### src/rtl/conv_job_sched.sv
// Job scheduler for the convolution engine: queues descriptors, launches one
// job at a time, and recovers the engine on abort or timeout.
module conv_job_sched #(
    parameter int DEPTH = 4,
    parameter int TMO_W = 16
) (
    input  logic                       wb_clk_i,
    input  logic                       wb_rst_i,
    input  logic                       desc_valid,
    output logic                       desc_ready,
    input  logic [35:0]                desc_data,
    output logic [2:0]                 cfg_kern_cols,
    output logic [7:0]                 cfg_cols,
    output logic [2:0]                 cfg_kerns,
    output logic [5:0]                 cfg_stride,
    output logic                       cfg_kern_addr_mode,
    output logic [5:0]                 cfg_result_cols,
    output logic [3:0]                 cfg_shift,
    output logic                       cfg_en_max_pool,
    output logic [2:0]                 cfg_mask,
    output logic                       conv_start,
    input  logic                       conv_done,
    output logic                       conv_soft_reset,
    input  logic                       abort,
    input  logic [TMO_W-1:0]           timeout_cycles,
    input  logic                       err_clr,
    output logic                       busy,
    output logic                       irq,
    output logic                       err_timeout,
    output logic [7:0]                 job_cnt,
    output logic [$clog2(DEPTH):0]     fifo_level,
    output logic [2:0]                 dbg_state
);

    localparam int AW = $clog2(DEPTH);

    typedef enum logic [2:0] {
        S_IDLE    = 3'd0,
        S_LOAD    = 3'd1,
        S_START   = 3'd2,
        S_RUN     = 3'd3,
        S_DONE    = 3'd4,
        S_RECOVER = 3'd5
    } state_t;

    state_t            state_q, state_d;
    logic [35:0]       mem_q [DEPTH];
    logic [AW-1:0]     wr_ptr_q, wr_ptr_d;
    logic [AW-1:0]     rd_ptr_q, rd_ptr_d;
    logic [AW:0]       level_q, level_d;
    logic [35:0]       cfg_q, cfg_d;
    logic [TMO_W-1:0]  timer_q, timer_d;
    logic              done_q;
    logic              rec_cnt_q, rec_cnt_d;
    logic              err_q, err_d;
    logic [7:0]        job_cnt_q, job_cnt_d;

    logic              full, empty, push, pop, rise, tmo_hit, err_set;

    // Handshake: a descriptor transfers on a rising clock edge where
    // desc_valid and desc_ready are both high; desc_ready never depends on
    // desc_valid, and the producer holds desc_data stable while desc_valid
    // is high and desc_ready is low.
    assign full       = (level_q == (AW+1)'(DEPTH));
    assign empty      = (level_q == '0);
    assign desc_ready = ~wb_rst_i & ~full & ~abort;
    assign push       = desc_valid & desc_ready;
    assign pop        = (state_q == S_IDLE) & ~empty & ~abort;
    assign rise       = conv_done & ~done_q;
    assign tmo_hit    = (timeout_cycles != '0) &&
                        (timer_q == timeout_cycles - TMO_W'(1));

    always_comb begin
        wr_ptr_d = wr_ptr_q;
        rd_ptr_d = rd_ptr_q;
        level_d  = level_q;
        if (abort) begin
            wr_ptr_d = '0;
            rd_ptr_d = '0;
            level_d  = '0;
        end else begin
            if (push) wr_ptr_d = wr_ptr_q + AW'(1);
            if (pop)  rd_ptr_d = rd_ptr_q + AW'(1);
            level_d = level_q + {{AW{1'b0}}, push} - {{AW{1'b0}}, pop};
        end
    end

    always_ff @(posedge wb_clk_i) begin
        if (push) mem_q[wr_ptr_q] <= desc_data;
    end

    always_comb begin
        state_d   = state_q;
        cfg_d     = cfg_q;
        timer_d   = timer_q;
        rec_cnt_d = rec_cnt_q;
        job_cnt_d = job_cnt_q;
        err_set   = 1'b0;
        case (state_q)
            S_IDLE: begin
                if (pop) begin
                    state_d = S_LOAD;
                    cfg_d   = mem_q[rd_ptr_q];
                end
            end
            S_LOAD: begin
                if (abort) begin
                    state_d   = S_RECOVER;
                    rec_cnt_d = 1'b0;
                end else begin
                    state_d = S_START;
                end
            end
            S_START: begin
                timer_d = '0;
                if (abort) begin
                    state_d   = S_RECOVER;
                    rec_cnt_d = 1'b0;
                end else begin
                    state_d = S_RUN;
                end
            end
            S_RUN: begin
                timer_d = timer_q + TMO_W'(1);
                // A completion in the same cycle as a timeout counts as success.
                if (rise) begin
                    state_d = S_DONE;
                end else if (abort) begin
                    state_d   = S_RECOVER;
                    rec_cnt_d = 1'b0;
                end else if (tmo_hit) begin
                    state_d   = S_RECOVER;
                    rec_cnt_d = 1'b0;
                    err_set   = 1'b1;
                end
            end
            S_DONE: begin
                if (job_cnt_q != 8'hFF) job_cnt_d = job_cnt_q + 8'd1;
                state_d = S_IDLE;
            end
            S_RECOVER: begin
                if (rec_cnt_q) state_d = S_IDLE;
                else           rec_cnt_d = 1'b1;
            end
            default: state_d = S_IDLE;
        endcase
    end

    assign err_d = err_set ? 1'b1 : (err_clr ? 1'b0 : err_q);

    always_ff @(posedge wb_clk_i or posedge wb_rst_i) begin
        if (wb_rst_i) begin
            state_q   <= S_IDLE;
            wr_ptr_q  <= '0;
            rd_ptr_q  <= '0;
            level_q   <= '0;
            cfg_q     <= '0;
            timer_q   <= '0;
            done_q    <= 1'b0;
            rec_cnt_q <= 1'b0;
            err_q     <= 1'b0;
            job_cnt_q <= '0;
        end else begin
            state_q   <= state_d;
            wr_ptr_q  <= wr_ptr_d;
            rd_ptr_q  <= rd_ptr_d;
            level_q   <= level_d;
            cfg_q     <= cfg_d;
            timer_q   <= timer_d;
            done_q    <= conv_done;
            rec_cnt_q <= rec_cnt_d;
            err_q     <= err_d;
            job_cnt_q <= job_cnt_d;
        end
    end

    assign cfg_kern_cols      = cfg_q[2:0];
    assign cfg_cols           = cfg_q[10:3];
    assign cfg_kerns          = cfg_q[13:11];
    assign cfg_stride         = cfg_q[19:14];
    assign cfg_kern_addr_mode = cfg_q[20];
    assign cfg_result_cols    = cfg_q[26:21];
    assign cfg_shift          = cfg_q[30:27];
    assign cfg_en_max_pool    = cfg_q[31];
    assign cfg_mask           = cfg_q[34:32];

    assign conv_start      = (state_q == S_START);
    assign conv_soft_reset = (state_q == S_RECOVER);
    assign irq             = (state_q == S_DONE) & cfg_q[35];
    assign busy            = (state_q != S_IDLE) | ~empty;
    assign err_timeout     = err_q;
    assign job_cnt         = job_cnt_q;
    assign fifo_level      = level_q;
    assign dbg_state       = state_q;

endmodule

### config.mk
export PLATFORM = sky130hd
export DESIGN_NAME = conv_job_sched
export DESIGN_NICKNAME = d
export VERILOG_FILES = /design/src/rtl/conv_job_sched.sv
export SDC_FILE = /design/constraint.sdc
export NUM_CORES = 1
export LEC_CHECK = 0
export ABC_AREA = 1
export ABC_CLOCK_PERIOD_IN_PS = 8300
export CORE_MARGIN = 3
export CORE_UTILIZATION = 60
export DETAILED_ROUTE_END_ITERATION = 7
export PLACE_DENSITY = 0.83
export SETUP_SLACK_MARGIN = 0.02
export SLEW_MARGIN = 40
export SYNTH_ARGS = -nofsm -noshare
export SYNTH_HDL_FRONTEND = slang
export SYNTH_SLANG_ARGS = --single-unit
### constraint.sdc
create_clock -name wb_clk_i -period 8.3 [get_ports wb_clk_i]
set_input_delay 0.83 -clock wb_clk_i [delete_from_list [all_inputs] [get_ports wb_clk_i]]
set_output_delay 0.83 -clock wb_clk_i [all_outputs]
set_load 0.01 [all_outputs]
==> metrics.md, run 1 <==
| Metric | Value |
|---|---|
| CP Data Arrival Time | 2.51 ns |
| CP required | roughly 7.5 ns |
| Yosys cell types | 39 |
| Met2 Usage GRT | roughly 41% |
| Register area share after synthesis | between 60% and 70% |
| Number of enable flip-flop cells after synthesis | approximately 140 |
| Fin. max-slew vios | 0 |
| Fin crit period | around 3.3 ns |
| Area of the multi-input gates | between 2000 and 3000 sq um |
| Syn-to-layout area delta | 21.4% |
| Final hold vios | 0 |
| Gr busiest metal | met2 |
| Largest net degree at the start of global routing | 74 |
| Final worst path period share | about two fifths |
| Total grt overflow | 0 |
| Cell area power density | between 200 and 300 nW/um^2 |
| Layout cells sized above 1 | 12.4% |
| Commonest non-fill, non-tap cell in the layout | edfxtp_1 |
| Vias per cell | between 5 and 6 |
| Post-synthesis area per instance | between 10 and 15 sq um |
| CTS Buffer Depth | 3 |
| CTS Sinks | 217 |
| Clk Latency, worst-skew pair | approximately 0.50 ns |
| Met3 GRT Util | 4.31% |
| Critical Path Max Stage Delay | approximately 0.62 ns |
| Setup CP Type | input port to output pin |
| Routing usage on met1 | between 30% and 40% |
| Port buffer count | 112 |
| Yosys warning total | 0 |
| Root buffer selected by CTS | clkbuf_16 |
| Peak Freq | around 300 MHz |
| Antenna-violating nets left | 0 |
| Yosys reg bits | 217 |
| Clock share of power | 30.4% |
| CTS hold repair buffers | 0 |
| Tot Pwr | approximately 3.2 mW |
| Reg2reg setup slack | roughly 5.7 ns |
| CP max FO | 9 |
| Drt total wl | between 20000 and 25000 um |
| Initial DRC count | between 600 and 700 |
| R2R depth | 9 |
| Logic pwr share | a little over a quarter |
| DP Area | 10900 sq um |
| Unrepaired setup endpoints after global routing | false |
| Ys flop type | edfxtp_1 |
| Initial antenna violation count | 0 |
| Cts bufs inserted | 23 |
| Final setup violating endpoints | 0 |
| # IOs | 113 |
| Hold Startpoint | timer_q[15] |
| TritonCTS clock tree | done |
| FF-to-FF End | fifo_level[2] |
| Fillers | about 950 |
| Final clock skew | between 0.01 and 0.015 ns |
| DRT Pass-1 Iters | 5 |
| Post-DP HPWL | 13500 um |
| Via count of the routed design | approximately 6.5k |
| Placed Instances | approximately 1.1k |
| Sw Share | 29.3% |
| Static Leak | about 4.4 nW |
| CP Cell Sequence | clkdlybuf4s50_1 > a311oi_1 > clkdlybuf4s50_1 |
| Final TNS setup | 0 ns |
| Actual transition at the worst max-transition pin | 0.748 ns |
| Setup repair bufs after CTS | 0 |
| Cell Int Power | between 2 and 2.5 mW |
| FFs w/ async S/R, synth | between 30% and 40% |
| WL/cell | roughly 18 um |
| Clock input transition at the sequential cells of the worst setup and hold paths | around 0.06 ns |
| Net Sw Power | between 0.9 and 1 mW |
| Die H | roughly 130 um |
| GRT Total Usage | 24.3% |
| H-tree levels | 1 |
| Buf/Inv on CP | 2 |
| Final nets | approximately 1000 |
| Peak supply drop | 0.000220 V |
| Commonest non-fill, non-tap cells in the layout | edfxtp_1, nor2_1, clkdlybuf4s50_1 |
| Number of global-route vias before repair | a little under 7k |
| GPL Wtd Cong | between 0.8 and 0.9 |
| Seq. cell area | ~6000 sq um |
| Syn nets | about 910 |
| First-pass GRT wire length | approximately 35000 um |
| Slew headroom | 50.1% |
| WHS Path Cells | 1 |
| N_diodes | 0 |
| # DRC | 0 |
| Final instance area | 11600 sq um |
| Max-cap viol count | 0 |
| Post_cts resized | 0 |
| Slowest cell on the critical path | clkdlybuf4s50_1 |
| Crit end category | output pin |
| Synthesized cell area | roughly 9500 sq um |
| Crit-path most repeated cell | clkdlybuf4s50_1 |
| Gate count after technology mapping | around 840 |
| Family with the most delay on the worst path | buffers and inverters |
| Die Wd | approximately 130 um |
| RR Startpoint | fifo_level[1] |
| Rows | 45 |
| CP startpoint kind | input port |
| Area of the die | between 15000 and 20000 sq um |
| Sequential share of power | 43.7% |
| Starting Density | 62.0% |
| Worst Hold Class | register to register |
| Status | completed |
| Post-Layout Cell Count | between 1k and 1.5k |
| Core area | around 15000 sq um |
| Worst hold endpoint | timer_q[15] |
| Final hold slack | 0.485 ns |
[per-stage QoR]
step	setup slack [ns]	utilization [%]
floorplan	4.46	-
global placement	4.60	68.9
detailed placement	4.60	70.6
CTS	4.96	75.3
global route	4.81	75.3
finish	4.96	75.3
[per-layer routing]
metal / wire length, um / vias up
met3: 1500 / 50
met2: 10600 / 282
met5: 0 / -
met1: 8510 / 3152
li1: - / 3032
met4: 566 / 0
[cells in the mapped netlist, types with 14 or more instances]
library cell	number	area, sq um
dfrtp_1	73	1830
inv_1	70	263
edfxtp_1	144	4320
o21ai_0	85	425
nand2_1	86	323
buf_4	35	263
a21oi_1	14	70.1
nand3_1	29	145
xor2_1	15	131
clkbuf_1	23	86.3
o22ai_1	38	238
nor2_1	121	454
mux2_2	29	327
[flip-flops by register name (all words and copies together) (netlist names), 2 cells and up]
register	flops
cfg_q	36
dbg_state	3
fifo_level	3
job_cnt	8
mem_q	144
rd_ptr_q	2
timer_q	16
wr_ptr_q	2
[power groups by stage]
stage / Combinational [mW] / Sequential [mW] / Clock [mW]
3_3_place_gp: 0.771 / 1.40 / 0
4_1_cts: 0.835 / 1.39 / 0.976
6_report: 0.830 / 1.39 / 0.969
3_5_place_dp: 0.823 / 1.41 / 0
2_1_floorplan: 0.540 / 1.39 / 0
5_1_grt: 0.899 / 1.41 / 1.02
[cell type report]
type,count,area share [%]
Inverter,76,2.50
Tap cell,211,2.28
Sequential cell,217,53.2
Clock inverter,16,0.995
Multi-Input combinational cell,485,23.8
Clock buffer,25,5.21
Timing Repair Buffer,125,12.1
[kinds of logic (layout without fill, tap and decap cells)]
family | count (synthesis) | after routing | synth area share (%)
simple gates | 274 | 274 | 12.7
flops | 217 | 217 | 64.5
compound gates | 145 | 145 | 8.39
buf+inv | 137 | 242 | 6.94
mux | 36 | 36 | 4.25
xor+xnor | 20 | 20 | 1.84
fa+ha+maj | 10 | 10 | 1.39
[worst max path at each step]
| stage | start | to | slack [ns] | depth (start not counted) |
|---|---|---|---|---|
| floorplan | abort | mem_q[0][0] | 4.46 | 4 |
| global placement | abort | mem_q[0][3] | 4.60 | 4 |
| detailed placement | abort | fifo_level[2] | 4.60 | 9 |
| CTS | abort | desc_ready | 4.96 | 3 |
| global route | abort | desc_ready | 4.81 | 3 |
| finish | abort | desc_ready | 4.96 | 3 |
Power figures use the tool's default switching activity.
==> inputs of run 2 (changes only) <==
--- a/config.mk
+++ b/config.mk
@@ -6,11 +6,11 @@
 export NUM_CORES = 1
 export LEC_CHECK = 0
 export ABC_AREA = 1
-export ABC_CLOCK_PERIOD_IN_PS = 8300
+export ABC_CLOCK_PERIOD_IN_PS = 2800
 export CORE_MARGIN = 3
-export CORE_UTILIZATION = 60
+export CORE_UTILIZATION = 51
 export DETAILED_ROUTE_END_ITERATION = 7
-export PLACE_DENSITY = 0.83
+export PLACE_DENSITY = 0.75
 export SETUP_SLACK_MARGIN = 0.02
 export SLEW_MARGIN = 40
 export SYNTH_ARGS = -nofsm -noshare
==> constraint.sdc (replaced) <==
create_clock -name wb_clk_i -period 2.8 [get_ports wb_clk_i]
set_input_delay 0.28 -clock wb_clk_i [delete_from_list [all_inputs] [get_ports wb_clk_i]]
set_output_delay 0.28 -clock wb_clk_i [all_outputs]
set_load 0.01 [all_outputs]
==> metrics.md, run 2 (synthesis results as in run 1) <==
| Metric | Value |
|---|---|
| Static Leak | 4.40 nW (-0.64%) |
| Slowest cell on the critical path | clkdlybuf4s50_1 |
| Clk Latency, worst-skew pair | 0.49 ns (about the same) |
| Via count of the routed design | 6195 (-4.9%) |
| TritonCTS clock tree | done |
| Fin crit period | between 2 and 2.5 ns |
| H-tree levels | 1 (unchanged) |
| Reg2reg setup slack | 0.53 ns (-5.13 ns) |
| WL/cell | 16.5 um (-10%) |
| Setup CP Type | register to output pin |
| Commonest non-fill, non-tap cell in the layout | edfxtp_1 |
| Rows | 49 (+8.9%) |
| Area of the die | 20400 sq um (+17%) |
| Initial antenna violation count | 1 (+1) |
| Status | completed |
| Peak Freq | ~400 MHz |
| Starting Density | 52.5% (-9.5 points) |
| Fin. max-slew vios | 0 (unchanged) |
| Met3 WL | 1230 um (-18%) |
| Critical Path Max Stage Delay | 0.59 ns (-0.03 ns) |
| Wire length on met2 | 9220 um (-13%) |
| Post-Layout Cell Count | 1172 (+1.5%) |
| DRT Pass-1 Iters | 5 (unchanged) |
| Die Wd | 143 um (+8.1%) |
| Die H | 143 um (+8.1%) |
| Initial DRC count | 409 (-33%) |
| Core area | 18100 sq um (+18%) |
| Final hold vios | 0 (unchanged) |
| Biggest regs | mem_q x144, cfg_q x36, timer_q x16 |
| Max-cap viol count | 0 (unchanged) |
| CP max FO | 7 (-2) |
| N_diodes | 0 (unchanged) |
| Syn-to-layout area delta | 20.8% |
| Unrepaired setup endpoints after global routing | false |
| Peak supply drop | 0.000666 V (+200%) |
| Buf/Inv on CP | 3 (+1) |
| # DRC | 0 (unchanged) |
| Vias per cell | 5.29 (-6.3%) |
| Commonest non-fill, non-tap cells in the layout | edfxtp_1, nor2_1, clkdlybuf4s50_1 |
| Layout cells sized above 1 | 11.7% (-0.73 points) |
| RR Startpoint | dbg_state[2] |
| Crit end category | output pin |
| Fillers | 1374 (+45%) |
| Crit-path most repeated cell | nor2_4 |
| Top layer in use | met5 |
| Worst Hold Class | input port to asynchronous set/reset pin |
| Final TNS setup | 0 ns (unchanged) |
| CTS Sinks | 217 (unchanged) |
| Placed Instances | 1132 (+1.6%) |
| Largest register FFs | 144 (unchanged) |
| Final clock skew | 0.00673 ns (-0.00594 ns) |
| GPL Wtd Cong | 0.878 (-2.0%) |
| Final worst path period share | between 80% and 90% |
| Setup repair bufs after CTS | 0 (unchanged) |
| Critical Path Source | dbg_state[1] |
| Family with the most delay on the worst path | buffers and inverters |
| Final Worst Setup Slack | 0.316 ns (-4.65 ns) |
| Root buffer selected by CTS | clkbuf_16 |
| Final instance area | 11500 sq um (-0.51%) |
| Number of global-route vias before repair | 6235 (-8.2%) |
| Clock input transition at the sequential cells of the worst setup and hold paths | 0.06 ns (about the same) |
| CP Data Arrival Time | 2.20 ns (-0.31 ns) |
| CP Cell Sequence | inv_1 > nor2_4 > inv_2 > nor2_4 > clkdlybuf4s50_1 |
| GRT Total Usage | 18.9% (-5.3 points) |
| Cell area power density | 821 nW/um^2 (+200%) |
| Routed met1 length | 8470 um (-0.47%) |
| Slew headroom | 53.1% (+3.0 points) |
| DP Area | 10800 sq um (-0.87%) |
| Cts bufs inserted | 22 (-4.3%) |
| Antenna-violating nets left | 0 (unchanged) |
| Total grt overflow | 0 (unchanged) |
| CP startpoint kind | register |
| CTS hold repair buffers | 0 (unchanged) |
| First-pass GRT wire length | 31100 um (-10%) |
| Post-DP HPWL | 12200 um (-9.4%) |
| Drt total wl | 19400 um (-8.6%) |
| CP required | 2.52 ns (-4.95 ns) |
| # IOs | 113 (unchanged) |
| Actual transition at the worst max-transition pin | 0.703 ns (-0.0446 ns) |
| Final nets | 995 (-0.10%) |
| Final setup violating endpoints | 0 (unchanged) |
| Post-Place Setup Slack | 0.341 ns (-4.26 ns) |
| CTS Buffer Depth | 3 (unchanged) |
| Largest Register | mem_q |
| Post_cts resized | 0 (unchanged) |
| Largest net degree at the start of global routing | 74 (unchanged) |
| Port buffer count | 112 (unchanged) |
run 2: changes by cell type in the layout (fill, tap and decap cells not counted), moves of 2 or more:
cell and delta:
buf_8 -2, buf_16 -8, clkbuf_1 +4, inv_6 -2, buf_12 +5, bufinv_16 +2, buf_4 +6, clkinvlp_4 -2
clkinv_2 -5
run 2: worst paths after layout:
kind | end | depth (start not counted)
worst min register to register | rec_cnt_q | 2
worst max-delay path | conv_start | 5
max in group asynchronous | cfg_q[10] | 3
min in group wb_clk_i | done_q | 1
worst max register to register | fifo_level[2] | 11
worst min-delay path | fifo_level[1] | 2
run 2: where the power goes:
group	total [mW]	internal [mW]	switching [mW]
combinational	2.35	1.17	1.18
sequential	4.11	3.84	0.279
clock	2.99	1.85	1.14
run 2: cell type report:
| type | count | area, sq um | area share (%) |
|---|---|---|---|
| Timing Repair Buffer | 125 | 1280 | 11.1 |
| Sequential cell | 217 | 6150 | 53.4 |
| Tap cell | 229 | 287 | 2.49 |
| Multi-Input combinational cell | 485 | 2750 | 23.9 |
| Clock buffer | 30 | 632 | 5.49 |
| Inverter | 76 | 289 | 2.51 |
| Clock inverter | 10 | 121 | 1.05 |
run 2: per-stage QoR:
stage                     utilization, %  power (mW)  hold slack (ns)
after floorplan                        -        5.73            0.311
after global placement              59.3        6.49            0.455
after detailed placement            59.3        6.54            0.468
after CTS                           63.4        9.55            0.177
after global routing                63.4        9.96            0.213
final                               63.4        9.46            0.168
run 2: metal layers:
layer | vias to the layer above | global-route usage (%)
met2 | 150 | 31.7
li1 | 3033 | -
met5 | - | 0
met4 | 2 | 5.45
met1 | 2973 | 25.3
met3 | 37 | 4.09
==> inputs of run 3 (changes only) <==
--- a/config.mk
+++ b/config.mk
@@ -7,11 +7,9 @@
 export LEC_CHECK = 0
 export ABC_AREA = 1
 export ABC_CLOCK_PERIOD_IN_PS = 2800
-export CORE_MARGIN = 3
 export CORE_UTILIZATION = 51
 export DETAILED_ROUTE_END_ITERATION = 7
 export PLACE_DENSITY = 0.75
-export SETUP_SLACK_MARGIN = 0.02
 export SLEW_MARGIN = 40
 export SYNTH_ARGS = -nofsm -noshare
 export SYNTH_HDL_FRONTEND = slang
==> metrics.md, run 3 (synthesis results as in run 1) <==
| Metric | Value |
|---|---|
| GRT Total Usage | 20.1% (+1.2 points) |
| Status | complete, but fails checks |
| Peak supply drop | 0.000555 V (-17%) |
| Largest net degree at the start of global routing | 74 (unchanged) |
| Initial DRC count | 443 (+8.3%) |
| Max-cap viol count | 0 (unchanged) |
| Syn-to-layout area delta | 19.6% |
| Post_cts resized | 0 (unchanged) |
| CP startpoint kind | register |
| Vias per cell | 5.32 (+0.56%) |
| Reg2reg setup slack | 0.51 ns (-0.02 ns) |
| Area of the die | 19200 sq um (-5.5%) |
| N_diodes | 0 (unchanged) |
| GPL Wtd Cong | 0.893 (+1.7%) |
| CP required | 2.52 ns (about the same) |
| Actual transition at the worst max-transition pin | 0.793 ns (+0.0895 ns) |
| CTS hold repair buffers | 0 (unchanged) |
| # DRC | 8 (+8) |
| Total grt overflow | 0 (unchanged) |
| Root buffer selected by CTS | clkbuf_16 |
| Port buffer count | 112 (unchanged) |
| Unrepaired setup endpoints after global routing | false |
| Via count of the routed design | 6256 (+0.98%) |
| Commonest non-fill, non-tap cell in the layout | edfxtp_1 |
| Slew headroom | 47.1% (-6.0 points) |
| Failing checks | DRC |
| Worst Hold Class | input port to asynchronous set/reset pin |
| Final TNS setup | 0 ns (unchanged) |
| First-pass GRT wire length | 30800 um (-0.67%) |
| Layout cells sized above 1 | 11.8% (+0.15 points) |
| H-tree levels | 1 (unchanged) |
| Final setup violating endpoints | 0 (unchanged) |
| Commonest non-fill, non-tap cells in the layout | edfxtp_1, nor2_1, clkdlybuf4s50_1 |
| Rows | 49 (unchanged) |
| Largest register FFs | 144 (unchanged) |
| Die Wd | 139 um (-2.8%) |
| Fin. max-slew vios | 0 (unchanged) |
| DRT Pass-1 Iters | 8 (+3) |
| CTS Buffer Depth | 3 (unchanged) |
| Setup CP Type | register to output pin |
| Peak Freq | 400 MHz (-0.68%) |
| Setup repair bufs after CTS | 0 (unchanged) |
| TritonCTS clock tree | done |
| Clock input transition at the sequential cells of the worst setup and hold paths | 0.06 ns (about the same) |
| # IOs | 113 (unchanged) |
| Clk Latency, worst-skew pair | 0.49 ns (about the same) |
| Starting Density | 52.5% (unchanged) |
| Cell area power density | 799 nW/um^2 (-2.7%) |
| Core area | 18100 sq um (unchanged) |
| Largest Register | mem_q |
| Fillers | 1435 (+4.4%) |
| CP Data Arrival Time | 2.22 ns (+0.02 ns) |
| Final nets | 1000 (+0.50%) |
| Crit end category | output pin |
| Fin crit period | 2.50 ns (+0.0171 ns) |
| Drt total wl | 19100 um (-1.4%) |
| Number of global-route vias before repair | 6124 (-1.8%) |
| WL/cell | 16.2 um (-1.8%) |
| Final hold vios | 0 (unchanged) |
| Biggest regs | mem_q x144, cfg_q x36, timer_q x16 |
| CP max FO | 7 (unchanged) |
| Final clock skew | 0.0106 ns (+0.00392 ns) |
| Post-DP HPWL | 12100 um (-0.92%) |
| Die H | 139 um (-2.8%) |
| Cts bufs inserted | 22 (unchanged) |
| Static Leak | 4.37 nW (-0.70%) |
| Final hold slack | 0.203 ns (+0.0355 ns) |
| Initial antenna violation count | 1 (unchanged) |
| Final worst path period share | 89.3% (+0.61 points) |
| Antenna-violating nets left | 0 (unchanged) |
| R2R depth | 9 (-2) |
| CTS Sinks | 217 (unchanged) |
run 3: area by class of cell:
type | count | area [sq um] | area share [%]
clock buffers | 32 | 609 | 5.34
repair buffers | 130 | 1280 | 11.2
well taps | 229 | 287 | 2.51
flip-flops and latches | 217 | 6150 | 53.9
multi-input cells | 485 | 2750 | 24.1
clock inverters | 8 | 38.8 | 0.340
inverters | 76 | 287 | 2.51
run 3: layer usage:
layer  part of all wire [%]  track usage, %
met1                     44            27.4
met2                     47            33.6
met3                    6.9            3.83
met5                  0.068               0
met4                    1.5            4.68
run 3: worst paths after layout:
kind,startpoint,endpoint
max,dbg_state[1],conv_start
min,wb_rst_i,fifo_level[2]
max reg2reg,fifo_level[1],fifo_level[2]
min reg2reg,rec_cnt_q,rec_cnt_q
max in group asynchronous,wb_rst_i,rd_ptr_q[0]
min in group wb_clk_i,conv_done,done_q
run 3: stage by stage:
stage	util, %	power [mW]	cells	cell area [sq um]	setup slack [ns]
2_1_floorplan	-	5.73	839	9530	-0.496
3_3_place_gp	59.3	6.49	1137	10800	0.375
3_5_place_dp	59.3	6.54	1137	10800	0.261
4_1_cts	62.9	9.18	1177	11400	0.282
5_1_grt	62.9	9.55	1177	11400	0.175
6_report	62.9	9.11	1177	11400	0.299
run 3: worst max-delay path: stages, from the launching register on:
cell	delay, ns
dfrtp_1	0.48
inv_1	0.13
nor2_4	0.18
inv_2	0.12
nor2_4	0.23
clkdlybuf4s50_1	0.59
run 3: power by group:
group | switching [mW] | internal [mW]
clock | 1.12 | 1.51
sequential | 0.278 | 3.84
combinational | 1.19 | 1.18
total | 2.58 | 6.52
